[src/rtl/fuec_pkg.sv]
// Shared FUEC(12,8) definitions used by the decoder interface and its consumers.
package fuec_pkg;

  localparam int FUEC_DATA_W  = 8;
  localparam int FUEC_NUM_POS = 8;
  localparam int FUEC_ADDR_W  = 8;

  typedef struct packed {
    logic [FUEC_ADDR_W-1:0]  addr;
    logic [FUEC_NUM_POS-1:0] pos;
  } fuec_evt_t;

endpackage

[src/rtl/fuec_evt_fifo.sv]
// Small synchronous FIFO of (address, position) correction events.
module fuec_evt_fifo
  import fuec_pkg::*;
#(
  parameter int ADDR_W = 8,
  parameter int DEPTH  = 4
) (
  input  logic                    clk,
  input  logic                    rst_n,
  input  logic                    push,
  input  logic [ADDR_W-1:0]       push_addr,
  input  logic [FUEC_NUM_POS-1:0] push_pos,
  input  logic                    pop,
  output logic [ADDR_W-1:0]       head_addr,
  output logic [FUEC_NUM_POS-1:0] head_pos,
  output logic                    full,
  output logic                    empty
);

  localparam int IDX_W = $clog2(DEPTH);
  localparam int PTR_W = IDX_W + 1;

  logic [ADDR_W-1:0]       mem_addr [DEPTH];
  logic [FUEC_NUM_POS-1:0] mem_pos  [DEPTH];
  logic [PTR_W-1:0]        wr_ptr;
  logic [PTR_W-1:0]        rd_ptr;
  logic                    do_push;
  logic                    do_pop;

  // The extra pointer bit separates full (MSBs differ) from empty (all equal).
  assign empty = (wr_ptr == rd_ptr);
  assign full  = (wr_ptr == {~rd_ptr[PTR_W-1], rd_ptr[IDX_W-1:0]});

  assign do_pop  = pop & ~empty;
  assign do_push = push & (~full | do_pop);

  // Gating by empty makes the head read as zero without resetting the storage.
  assign head_addr = empty ? '0 : mem_addr[rd_ptr[IDX_W-1:0]];
  assign head_pos  = empty ? '0 : mem_pos[rd_ptr[IDX_W-1:0]];

  always_ff @(posedge clk or negedge rst_n) begin
    if (!rst_n) begin
      wr_ptr <= '0;
      rd_ptr <= '0;
    end else begin
      if (do_push) wr_ptr <= wr_ptr + PTR_W'(1);
      if (do_pop)  rd_ptr <= rd_ptr + PTR_W'(1);
    end
  end

  // NOTE: storage is deliberately left out of reset; only the pointers define validity.
  always_ff @(posedge clk) begin
    if (do_push) begin
      mem_addr[wr_ptr[IDX_W-1:0]] <= push_addr;
      mem_pos[wr_ptr[IDX_W-1:0]]  <= push_pos;
    end
  end

endmodule

[src/rtl/fuec_err_monitor.sv]
// Registered consumer of FUEC decoder output: forwards corrected bytes and
// tracks per-bit correction counters plus an event queue for weak-cell hunting.
module fuec_err_monitor
  import fuec_pkg::*;
#(
  parameter int ADDR_W    = 8,
  parameter int CNT_W     = 8,
  parameter int EVT_DEPTH = 4
) (
  input  logic                    clk,
  input  logic                    rst_n,
  input  logic                    in_valid,
  output logic                    in_ready,
  input  logic [ADDR_W-1:0]       in_addr,
  input  logic [FUEC_DATA_W-1:0]  in_data,
  input  logic [FUEC_NUM_POS-1:0] in_pos_error,
  output logic                    out_valid,
  input  logic                    out_ready,
  output logic [ADDR_W-1:0]       out_addr,
  output logic [FUEC_DATA_W-1:0]  out_data,
  output logic                    out_corr,
  output logic                    evt_valid,
  input  logic                    evt_ready,
  output logic [ADDR_W-1:0]       evt_addr,
  output logic [FUEC_NUM_POS-1:0] evt_pos,
  output logic                    evt_overflow,
  input  logic [2:0]              cnt_sel,
  output logic [CNT_W-1:0]        cnt_value,
  input  logic                    clr
);

  logic             accept;
  logic             push_req;
  logic             pop_req;
  logic             fifo_full;
  logic             fifo_empty;
  logic             drop;
  logic [CNT_W-1:0] cnt [FUEC_NUM_POS];

  assign in_ready = ~out_valid | out_ready;
  assign accept   = in_valid & in_ready;
  assign push_req = accept & (|in_pos_error);
  assign pop_req  = evt_ready & evt_valid;
  // A simultaneous pop frees a slot, so a full queue only drops without one.
  assign drop     = push_req & fifo_full & ~pop_req;

  // NOTE: sequential state uses non-blocking assignments so every register samples pre-edge values.
  always_ff @(posedge clk or negedge rst_n) begin
    if (!rst_n) begin
      out_valid <= 1'b0;
      out_addr  <= '0;
      out_data  <= '0;
      out_corr  <= 1'b0;
    end else if (accept) begin
      out_valid <= 1'b1;
      out_addr  <= in_addr;
      out_data  <= in_data;
      out_corr  <= |in_pos_error;
    end else if (out_ready) begin
      out_valid <= 1'b0;
    end
  end

  always_ff @(posedge clk or negedge rst_n) begin
    if (!rst_n) begin
      evt_overflow <= 1'b0;
    end else if (clr) begin
      evt_overflow <= 1'b0;
    end else if (drop) begin
      evt_overflow <= 1'b1;
    end
  end

  always_ff @(posedge clk or negedge rst_n) begin
    if (!rst_n) begin
      for (int i = 0; i < FUEC_NUM_POS; i++) cnt[i] <= '0;
    end else begin
      for (int i = 0; i < FUEC_NUM_POS; i++) begin
        if (clr) begin
          cnt[i] <= '0;
        end else if (accept && in_pos_error[i] && cnt[i] != '1) begin
          cnt[i] <= cnt[i] + CNT_W'(1);
        end
      end
    end
  end

  assign cnt_value = cnt[cnt_sel];
  assign evt_valid = ~fifo_empty;

  fuec_evt_fifo #(
    .ADDR_W (ADDR_W),
    .DEPTH  (EVT_DEPTH)
  ) u_evt_fifo (
    .clk       (clk),
    .rst_n     (rst_n),
    .push      (push_req),
    .push_addr (in_addr),
    .push_pos  (in_pos_error),
    .pop       (pop_req),
    .head_addr (evt_addr),
    .head_pos  (evt_pos),
    .full      (fifo_full),
    .empty     (fifo_empty)
  );

endmodule

[config.mk]
export PLATFORM = sky130hd
export DESIGN_NAME = fuec_err_monitor
export DESIGN_NICKNAME = d
export VERILOG_FILES = /design/src/rtl/fuec_pkg.sv /design/src/rtl/fuec_evt_fifo.sv /design/src/rtl/fuec_err_monitor.sv
export SDC_FILE = /design/constraint.sdc
export NUM_CORES = 1
export LEC_CHECK = 0
export CAP_MARGIN = 20
export CELL_PAD_IN_SITES_DETAIL_PLACEMENT = 1
export CELL_PAD_IN_SITES_GLOBAL_PLACEMENT = 1
export CORE_UTILIZATION = 42
export DETAILED_ROUTE_END_ITERATION = 12
export GPL_ROUTABILITY_DRIVEN = 0
export PLACE_DENSITY = 0.78
export SLEW_MARGIN = 20
export SYNTH_ARGS = -nofsm -noshare
export SYNTH_HDL_FRONTEND = slang
export SYNTH_HIERARCHICAL = 1
export SYNTH_SLANG_ARGS = --single-unit
[constraint.sdc]
create_clock -name clk -period 2.4 [get_ports clk]
set_input_delay 0.6 -clock clk [delete_from_list [all_inputs] [get_ports clk]]
set_output_delay 0.6 -clock clk [all_outputs]
set_load 0.05 [all_outputs]
==> results.json, run 1 <==
{
  "seq_area_um2": 4190,
  "multi_input_area_um2": 3280,
  "setup_viol": 20,
  "detail-route-antenna-nets": 0,
  "critical_path.slowest_cell": "dfrtp_2",
  "routed_via_density": 5.88,
  "final_util_pct": 58.1,
  "start_util_pct": 43.3,
  "synthesis.area_um2": 7570,
  "leakage_nw": 3.96,
  "end_kind": "output port",
  "cts.htree.levels": 4,
  "routed-wl-met2_um": 12000,
  "final_nets": 798,
  "most-common-layout-cells": "100 x buf_4, 64 x edfxtp_1, 54 x dfrtp_1",
  "power_density_nw_per_um2": 970,
  "hold_violations": 0,
  "synth_edf_count": 64,
  "critPathTopFamily": "buffers and inverters",
  "netlist_instances": 572,
  "yosysSeqAreaShare_pct": 54.8,
  "clk_pin_slew_ps": 70,
  "slew_headroom_pct": 57.3,
  "first_iter_violations": 310,
  "arrival_ps": 1880,
  "clock_sinks": 153,
  "vias": 5837,
  "yosys_warnings": 6,
  "crit_chain": "buf_4 > xor2_4 > nor3_4 > buf_6 > nor2b_1 > buf_6",
  "fillers": 1737,
  "tightest_slew_ps": 635,
  "wl_per_cell_um": 23.7,
  "drtPass1Iterations": 4,
  "drc": 0,
  "drt_wl_total_um": 23500,
  "cp_slowest_stage_delay_ps": 460,
  "hp-class": "primary input to async pin",
  "worst-setup-path-type": "flop to output port",
  "dieArea_um2": 18600,
  "cts.path.max_buffers": 2,
  "grt-ovfl-total": 0,
  "layout-drive-gt1-share_pct": 38.2,
  "status": "complete, but fails checks",
  "post-dp-hpwl_um": 15400,
  "tns_ps": -1190,
  "die_h_um": 136,
  "final_common_cell": "buf_4",
  "grt_max_degree": 45,
  "wl_met1_um": 9240,
  "cts_tree": "done",
  "syn_nets": 618,
  "cts_buffers": 17,
  "grt_setup_unrepaired": "yes",
  "boundaryPins": 78,
  "min_period_ps": 2480,
  "areaGrowthSynthToFinish_pct": 34.1,
  "root_buffer": "clkbuf_16",
  "antenna_found_initial": 2,
  "hold_buffers": 0,
  "synthFlopType": "dfrtp_1",
  "violations": "negative setup slack",
  "core_area_um2": 17500,
  "crit_buf_inv": 3,
  "synth_top_area_share_pct": 29.4,
  "slew_violations": 0,
  "ys_ff_latch": 153,
  "grt_first_pass_wirelength_um": 36100,
  "portBuffers": 77,
  "fp.dieW_um": 136,
  "synth_top_area_cell": "dfrtp_1",
  "clk_latency_ps": 430,
  "fin_worst_skew_ps": 8.58,
  "worstPathRequired_ps": 1800,
  "grt_pass1_vias": 6323,
  "routed.top_layer": "met4",
  "ir_drop_mv": 1.15,
  "routed-wl-met3_um": 1410,
  "synthTopCellsByArea": "dfrtp_1 29%, edfxtp_1 25%, mux4_2 7.4%",
  "cp_max_fo": 8,
  "core.rowCount": 48,
  "fin_crit_sh_pct": 103,
  "synth_cell_types": 60,
  "drv_cap": 0,
  "cpMostUsedCell": "buf_6",
  "synth_async_sr_flop_share_pct": 58.2,
  "max_freq_ghz": 0.404,
  "syn_area_per_cell_um2": 13.2,
  "worst_slack_ps": -76.2,
  "crit_path_start_kind": "flop",
  "grt_usage_pct": 26.7
}
[worst reg2reg max path: cells and delay by family, from the launching register on]
kind / cells / cell delay, ps
buffers and inverters: 1 / 180
xor gates and xnor gates: 1 / 160
and+or+nand+nor: 4 / 1230
DFF: 1 / 460
[cell usage after synthesis, types with 4 or more instances]
| library cell | count |
|---|---|
| nand4_1 | 11 |
| nor3_1 | 4 |
| mux2i_1 | 12 |
| nor2_1 | 29 |
| buf_2 | 9 |
| o21ai_0 | 16 |
| ha_1 | 13 |
| nor4_1 | 9 |
| nand2_1 | 25 |
| nor2b_1 | 25 |
| nor4b_1 | 4 |
| dfrtp_1 | 89 |
| clkbuf_1 | 9 |
| xor2_1 | 6 |
| edfxtp_1 | 64 |
| xnor2_1 | 8 |
| nand3_1 | 27 |
| or4_1 | 14 |
| a21oi_1 | 32 |
| mux2_2 | 29 |
| mux4_1 | 7 |
| mux4_2 | 25 |
| inv_1 | 17 |
| and3_1 | 7 |
| or3_1 | 14 |
| o31ai_1 | 14 |
[layer usage]
layer / up-vias / GRT usage [%]
li1: 2582 / -
met1: 3014 / 31.6
met2: 188 / 45.4
met3: 53 / 6.86
met4: 0 / 12.5
met5: - / 0
[stage by stage]
step / power [mW] / std cells / hold slack, ps / instance area [µm²] / setup slack, ps
finish: 9.86 / 992 / 79.3 / 10200 / -76.2
global route: 10.2 / 990 / 102 / 10200 / -131
CTS: 9.82 / 981 / 82.5 / 10000 / -68.6
detailed placement: 6.82 / 910 / 497 / 8980 / -495
global placement: 6.63 / 910 / 458 / 8980 / -474
floorplan: 5.62 / 572 / 304 / 7630 / -73.4
[cells by family (layout without fill, tap and decap cells)]
kind of cell	count (synthesis)	after routing	share of synthesized area (%)
AOI/OAI and AO/OA	91	91	8.41
xor gates and xnor gates	16	16	2.35
adders and majority gates	13	13	2.15
buffers and inverters	45	238	2.91
DFF	153	153	54.8
muxes	75	75	16.1
other	0	2	0
and+or+nand+nor	179	179	13.3
[state kept, by name, indices dropped and copies added, names as in the netlist]
signal	flops
cnt	64
evt_overflow	1
out_addr	8
out_corr	1
out_data	8
out_valid	1
u_evt_fifo/mem_addr	32
u_evt_fifo/mem_pos	32
u_evt_fifo/rd_ptr	3
u_evt_fifo/wr_ptr	3
[worst paths after layout]
| check | depth (start not counted) | slack [ps] | to | startpoint |
|---|---|---|---|---|
| max | 6 | -80 | evt_pos[5] | u_evt_fifo/rd_ptr[0] |
| min | 1 | 80 | out_addr[3] | rst_n |
| max reg2reg | 6 | 100 | u_evt_fifo/mem_addr[0][5] | u_evt_fifo/rd_ptr[0] |
| min reg2reg | 1 | 510 | out_data[7] | out_data[7] |
| max in group asynchronous | 2 | 1670 | cnt[44] | rst_n |
| min in group clk | 1 | 510 | out_data[7] | out_data[7] |
[area by class of cell]
cell class	count	area share [%]
Inverter	18	0.714
Clock buffer	17	4.19
Antenna cell	2	0.0493
Sequential cell	153	41.3
Tap cell	225	2.77
Timing Repair Buffer	188	17.4
Multi-Input combinational cell	374	32.3
Clock inverter	15	1.35
[report_power, final]
group	total, mW	internal, mW	switching [mW]
Sequential	3.21	3.03	0.186
Combinational	4.06	1.64	2.42
Clock	2.59	1.37	1.22
Total	9.86	6.03	3.82
[what timing repair did]
item                       CTS  global route
setup buffers               36             9
pin swaps                    1             0
gates cloned                 3             0
setup endpoints to repair   26            89
gates resized for setup     93             9
Power figures use the tool's default switching activity.
==> inputs of run 2 (changes only) <==
--- a/config.mk
+++ b/config.mk
@@ -8,9 +8,11 @@
 export CAP_MARGIN = 20
 export CELL_PAD_IN_SITES_DETAIL_PLACEMENT = 1
 export CELL_PAD_IN_SITES_GLOBAL_PLACEMENT = 1
+export CORE_MARGIN = 2
 export CORE_UTILIZATION = 42
 export DETAILED_ROUTE_END_ITERATION = 12
 export GPL_ROUTABILITY_DRIVEN = 0
+export MAX_ROUTING_LAYER = met4
 export PLACE_DENSITY = 0.78
 export SLEW_MARGIN = 20
 export SYNTH_ARGS = -nofsm -noshare
==> results.json, run 2 (synthesis gave the netlist of run 1 again) <==
{
  "status": "complete, but fails checks",
  "violations": "negative setup slack",
  "drt_wl_total_um": 23400,
  "worst-setup-path-type": "flop to output port",
  "p_comb_share_pct": 43.5,
  "final_nets": 793,
  "setup_viol": 70,
  "grt_max_degree": 67,
  "clk_pin_slew_ps": 70,
  "fp.dieW_um": 138,
  "dieArea_um2": 19100,
  "leakage_nw": 4.02,
  "most-common-layout-cells": "88 x buf_4, 64 x edfxtp_1, 50 x dfrtp_1",
  "clk_latency_ps": 430,
  "fin_worst_skew_ps": 10.1,
  "root_buffer": "clkbuf_16",
  "reg2reg_from": "u_evt_fifo/rd_ptr[0]",
  "hold_violations": 0,
  "post-dp-hpwl_um": 15400,
  "clock_sinks": 153,
  "switching_power_mw": 3.93,
  "multi_input_area_um2": 3340,
  "cts_tree": "done",
  "antenna_found_initial": 0,
  "fillers": 1742,
  "grt_setup_unrepaired": "yes",
  "end_kind": "output port",
  "slew_headroom_pct": 54.6,
  "detail-route-antenna-nets": 0,
  "cp_max_fo": 5,
  "drv_cap": 0,
  "grt_first_pass_wirelength_um": 35900,
  "routed-wl-met2_um": 12400,
  "min_period_ps": 2530,
  "crit_path_start_kind": "flop",
  "final_area_um2": 10300,
  "clkPwrFrac_pct": 25.3,
  "p_sw_share_pct": 37.9,
  "worst_slack_ps": -134,
  "grt_pass1_vias": 6227,
  "vias": 5873,
  "portBuffers": 77,
  "routed-wl-met3_um": 1230,
  "grt-ovfl-total": 0,
  "cell_internal_pwr_mw": 6.42,
  "ir_drop_mv": 1.39,
  "wl_per_cell_um": 23.7,
  "seq_area_um2": 4200,
  "boundaryPins": 78,
  "cp-startpoint": "u_evt_fifo/rd_ptr[0]",
  "cts.htree.levels": 4,
  "max_freq_ghz": 0.395,
  "start_util_pct": 42.5,
  "layout-drive-gt1-share_pct": 39.9,
  "fin_crit_sh_pct": 106,
  "final_cells": 989,
  "diodes": 0,
  "core.rowCount": 49,
  "dp_cells": 907,
  "tns_ps": -3570,
  "first_iter_violations": 451,
  "final_common_cell": "buf_4",
  "placed_area_um2": 9000,
  "areaGrowthSynthToFinish_pct": 36.1,
  "place_ws_ps": -508,
  "cts.path.max_buffers": 2,
  "routed.top_layer": "met4",
  "routed_via_density": 5.94,
  "largest_reg_flops": 64,
  "core_area_um2": 17800,
  "tightest_slew_ps": 681,
  "drtPass1Iterations": 4,
  "arrival_ps": 1930,
  "grt_usage_pct": 25.1,
  "pwr-share-seq_pct": 31.1,
  "worstPathRequired_ps": 1800,
  "power_density_nw_per_um2": 1000,
  "hp-class": "primary input to async pin",
  "hold_buffers": 0,
  "largest_register": "cnt",
  "die_h_um": 138,
  "cts_buffers": 17,
  "slew_violations": 0,
  "drc": 0,
  "wl_met1_um": 9400
}
run 2: worst max-delay path, stage by stage, from the launching register on:
cell and delay, ps:
dfrtp_2 410, buf_12 140, buf_16 120, mux4_2 490
nor2b_1 170, buf_6 160
run 2: cell type report:
| type | count | share of cell area, % |
|---|---|---|
| flip-flops and latches | 153 | 40.7 |
| multi-input cells | 374 | 32.4 |
| repair buffers | 183 | 17.9 |
| clock buffers | 18 | 4.16 |
| well taps | 229 | 2.78 |
| clock inverters | 14 | 1.34 |
| inverters | 18 | 0.704 |
run 2: power groups by stage:
stage | sequential [mW] | combinational [mW] | clock [mW]
global route | 3.25 | 4.73 | 2.78
CTS | 3.24 | 4.26 | 2.67
detailed placement | 3.28 | 3.59 | 0
floorplan | 3.35 | 2.26 | 0
global placement | 3.24 | 3.46 | 0
finish | 3.22 | 4.51 | 2.62
run 2: path summary, 6_finish.rpt:
kind                            cells after the start  slack (ps)                        to
min in group clk                                    1         500                  out_corr
worst max-delay path                                5        -130                evt_pos[4]
worst min-delay path                                1         210               out_data[6]
max in group asynchronous                           2        1560                   cnt[37]
worst min register to register                      1         500                  out_corr
worst max register to register                      7         -40  u_evt_fifo/mem_pos[1][5]
run 2: per-layer routing:
metal  vias to the layer above  global-route usage [%]
li1                       2568                       -
met1                      3053                    30.5
met2                       223                    43.0
met3                        29                    4.99
met4                         0                    6.39
met5                         -                       -
run 2: per-stage QoR:
step / utilization [%] / hold WS (ps) / power (mW)
after floorplan: - / 304 / 5.62
after global routing: 57.8 / 240 / 10.8
after detailed placement: 50.5 / 492 / 6.87
after CTS: 56.4 / 235 / 10.2
after global placement: 50.5 / 465 / 6.71
final: 57.8 / 207 / 10.4
run 2: repair_timing:
| item | in CTS | in global routing |
|---|---|---|
| pin swaps | 2 | 1 |
| setup buffers | 26 | 19 |
| cloned | 5 | 0 |
| endpoints found under the setup margin | 26 | 89 |
| resized for setup | 96 | 31 |
| endpoints found under the hold margin | 0 | 0 |
==> inputs of run 3 (changes only) <==
--- a/config.mk
+++ b/config.mk
@@ -19,3 +19,4 @@
 export SYNTH_HDL_FRONTEND = slang
 export SYNTH_HIERARCHICAL = 1
 export SYNTH_SLANG_ARGS = --single-unit
+export TNS_END_PERCENT = 10
==> results.json, run 3 (synthesis gave the netlist of run 1 again) <==
{
  "status": "complete, but fails checks",
  "violations": "negative setup slack",
  "crit_chain": "buf_12 > mux4_2 > nor2b_1 > buf_6",
  "slew_violations": 0,
  "pwr-share-seq_pct": 32.9,
  "fin_worst_skew_ps": 11.5,
  "leakage_nw": 3.74,
  "critical_path.slowest_cell": "mux4_2",
  "max_freq_ghz": 0.404,
  "die_h_um": 138,
  "r2r_end": "u_evt_fifo/mem_pos[2][4]",
  "routed_via_density": 5.90,
  "vias": 5610,
  "reg2reg_from": "u_evt_fifo/rd_ptr[0]",
  "grt_usage_pct": 23.7,
  "cp_slowest_stage_delay_ps": 530,
  "min_period_ps": 2470,
  "dieArea_um2": 19100,
  "antenna_found_initial": 1,
  "clkPwrFrac_pct": 26.2,
  "hold_violations": 0,
  "reg2reg_setup_slack_ps": 40,
  "drv_cap": 0,
  "root_buffer": "clkbuf_16",
  "rr_worst_depth": 8,
  "grt_first_pass_wirelength_um": 34300,
  "final_nets": 754,
  "largest_reg_flops": 64,
  "critPathTopFamily": "multiplexers",
  "drt_wl_total_um": 21400,
  "grt_pass1_vias": 5918,
  "clk_pin_slew_ps": 60,
  "cts_tree": "done",
  "final_cells": 951,
  "power_density_nw_per_um2": 997,
  "grt-ovfl-total": 0,
  "worst-setup-path-type": "flop to output port",
  "areaGrowthSynthToFinish_pct": 30.1,
  "clock_sinks": 153,
  "drtPass1Iterations": 5,
  "hold_ws_ps": 217,
  "arrival_ps": 1870,
  "worst_slack_ps": -73.8,
  "placed_area_um2": 8960,
  "most-common-layout-cells": "64 x edfxtp_1, 54 x buf_4, 52 x dfrtp_1",
  "hp-class": "primary input to async pin",
  "clk_latency_ps": 430,
  "p_comb_share_pct": 40.8,
  "cts.htree.levels": 4,
  "crit_path_start_kind": "flop",
  "largest_register": "cnt",
  "cts_buffers": 17,
  "fp.dieW_um": 138,
  "final_common_cell": "edfxtp_1",
  "fin_crit_sh_pct": 103,
  "dp_cells": 905,
  "crit_buf_inv": 2,
  "cell_internal_pwr_mw": 6.13,
  "final_area_um2": 9850,
  "core.rowCount": 49,
  "portBuffers": 77,
  "drc": 0,
  "grt_max_degree": 90,
  "wl_per_cell_um": 22.5,
  "grt_setup_unrepaired": "yes",
  "cp_max_fo": 10,
  "tns_ps": -655,
  "worstPathRequired_ps": 1800,
  "first_iter_violations": 425,
  "post-dp-hpwl_um": 14900,
  "boundaryPins": 78,
  "ir_drop_mv": 1.24,
  "core_area_um2": 17800,
  "hold_buffers": 0,
  "layout-drive-gt1-share_pct": 34.4,
  "end_kind": "output port",
  "finalPower_mw": 9.82,
  "start_util_pct": 42.5,
  "cts.path.max_buffers": 2,
  "setup_viol": 19,
  "switching_power_mw": 3.68,
  "detail-route-antenna-nets": 0,
  "tightest_slew_ps": 634,
  "p_sw_share_pct": 37.5,
  "slew_headroom_pct": 56.6
}
## run 3: cell types whose count changed in the layout (fill, tap and decap cells not counted), moves of 3 or more
cell	before	now
buf_4	88	54
nor2b_1	12	23
nor2b_4	12	2
buf_12	13	9
and3_2	3	0
and3_4	0	3
clkinvlp_4	3	0
## run 3: power groups by stage
stage               Combinational (mW)  Sequential (mW)  Clock, mW
floorplan                         2.26             3.35          0
global placement                  3.43             3.24          0
finish                            4.01             3.23       2.57
global route                      4.21             3.26       2.74
detailed placement                3.53             3.28          0
CTS                               3.86             3.24       2.63
## run 3: routing by layer
metal	wire, µm	global-route usage [%]	vias to the layer above
met1	8860	30.3	2900
met4	290	5.32	0
li1	-	-	2485
met5	0	-	-
met2	11100	39.6	188
met3	1100	4.61	37
## run 3: worst max path at each step
stage / start / depth (start not counted) / slack, ps / end
after CTS: u_evt_fifo/rd_ptr[0] / 4 / -100 / evt_pos[0]
after global placement: cnt_sel[0] / 5 / -480 / cnt_value[5]
after floorplan: u_evt_fifo/rd_ptr[0] / 7 / -70 / u_evt_fifo/mem_addr[0][0]
final: u_evt_fifo/rd_ptr[0] / 4 / -70 / evt_pos[6]
after global routing: u_evt_fifo/rd_ptr[0] / 4 / -120 / evt_pos[6]
after detailed placement: cnt_sel[0] / 5 / -530 / cnt_value[4]
## run 3: timing repair
item / CTS / global route
resized for setup: 74 / 27
endpoints found under the setup margin: 42 / 88
buffers inserted: 9 / 1
hold endpoints to repair: 0 / 0
pin swaps: 1 / 4
gates cloned: 3 / 0
## run 3: cell type report
cell class | count | area [µm²]
Antenna cell | 1 | 2.50
Inverter | 18 | 72.6
Fill cell | 1801 | 7990
Clock buffer | 20 | 447
Sequential cell | 153 | 4200
Timing Repair Buffer | 144 | 1480
Multi-Input combinational cell | 374 | 3260
Tap cell | 229 | 287
Clock inverter | 12 | 114
## run 3: per-stage QoR
| step | utilization (%) | setup WS [ps] |
|---|---|---|
| after floorplan | - | -73.4 |
| after global placement | 50.2 | -476 |
| after detailed placement | 50.2 | -527 |
| after CTS | 54.9 | -99.0 |
| after global routing | 55.2 | -120 |
| final | 55.2 | -73.8 |
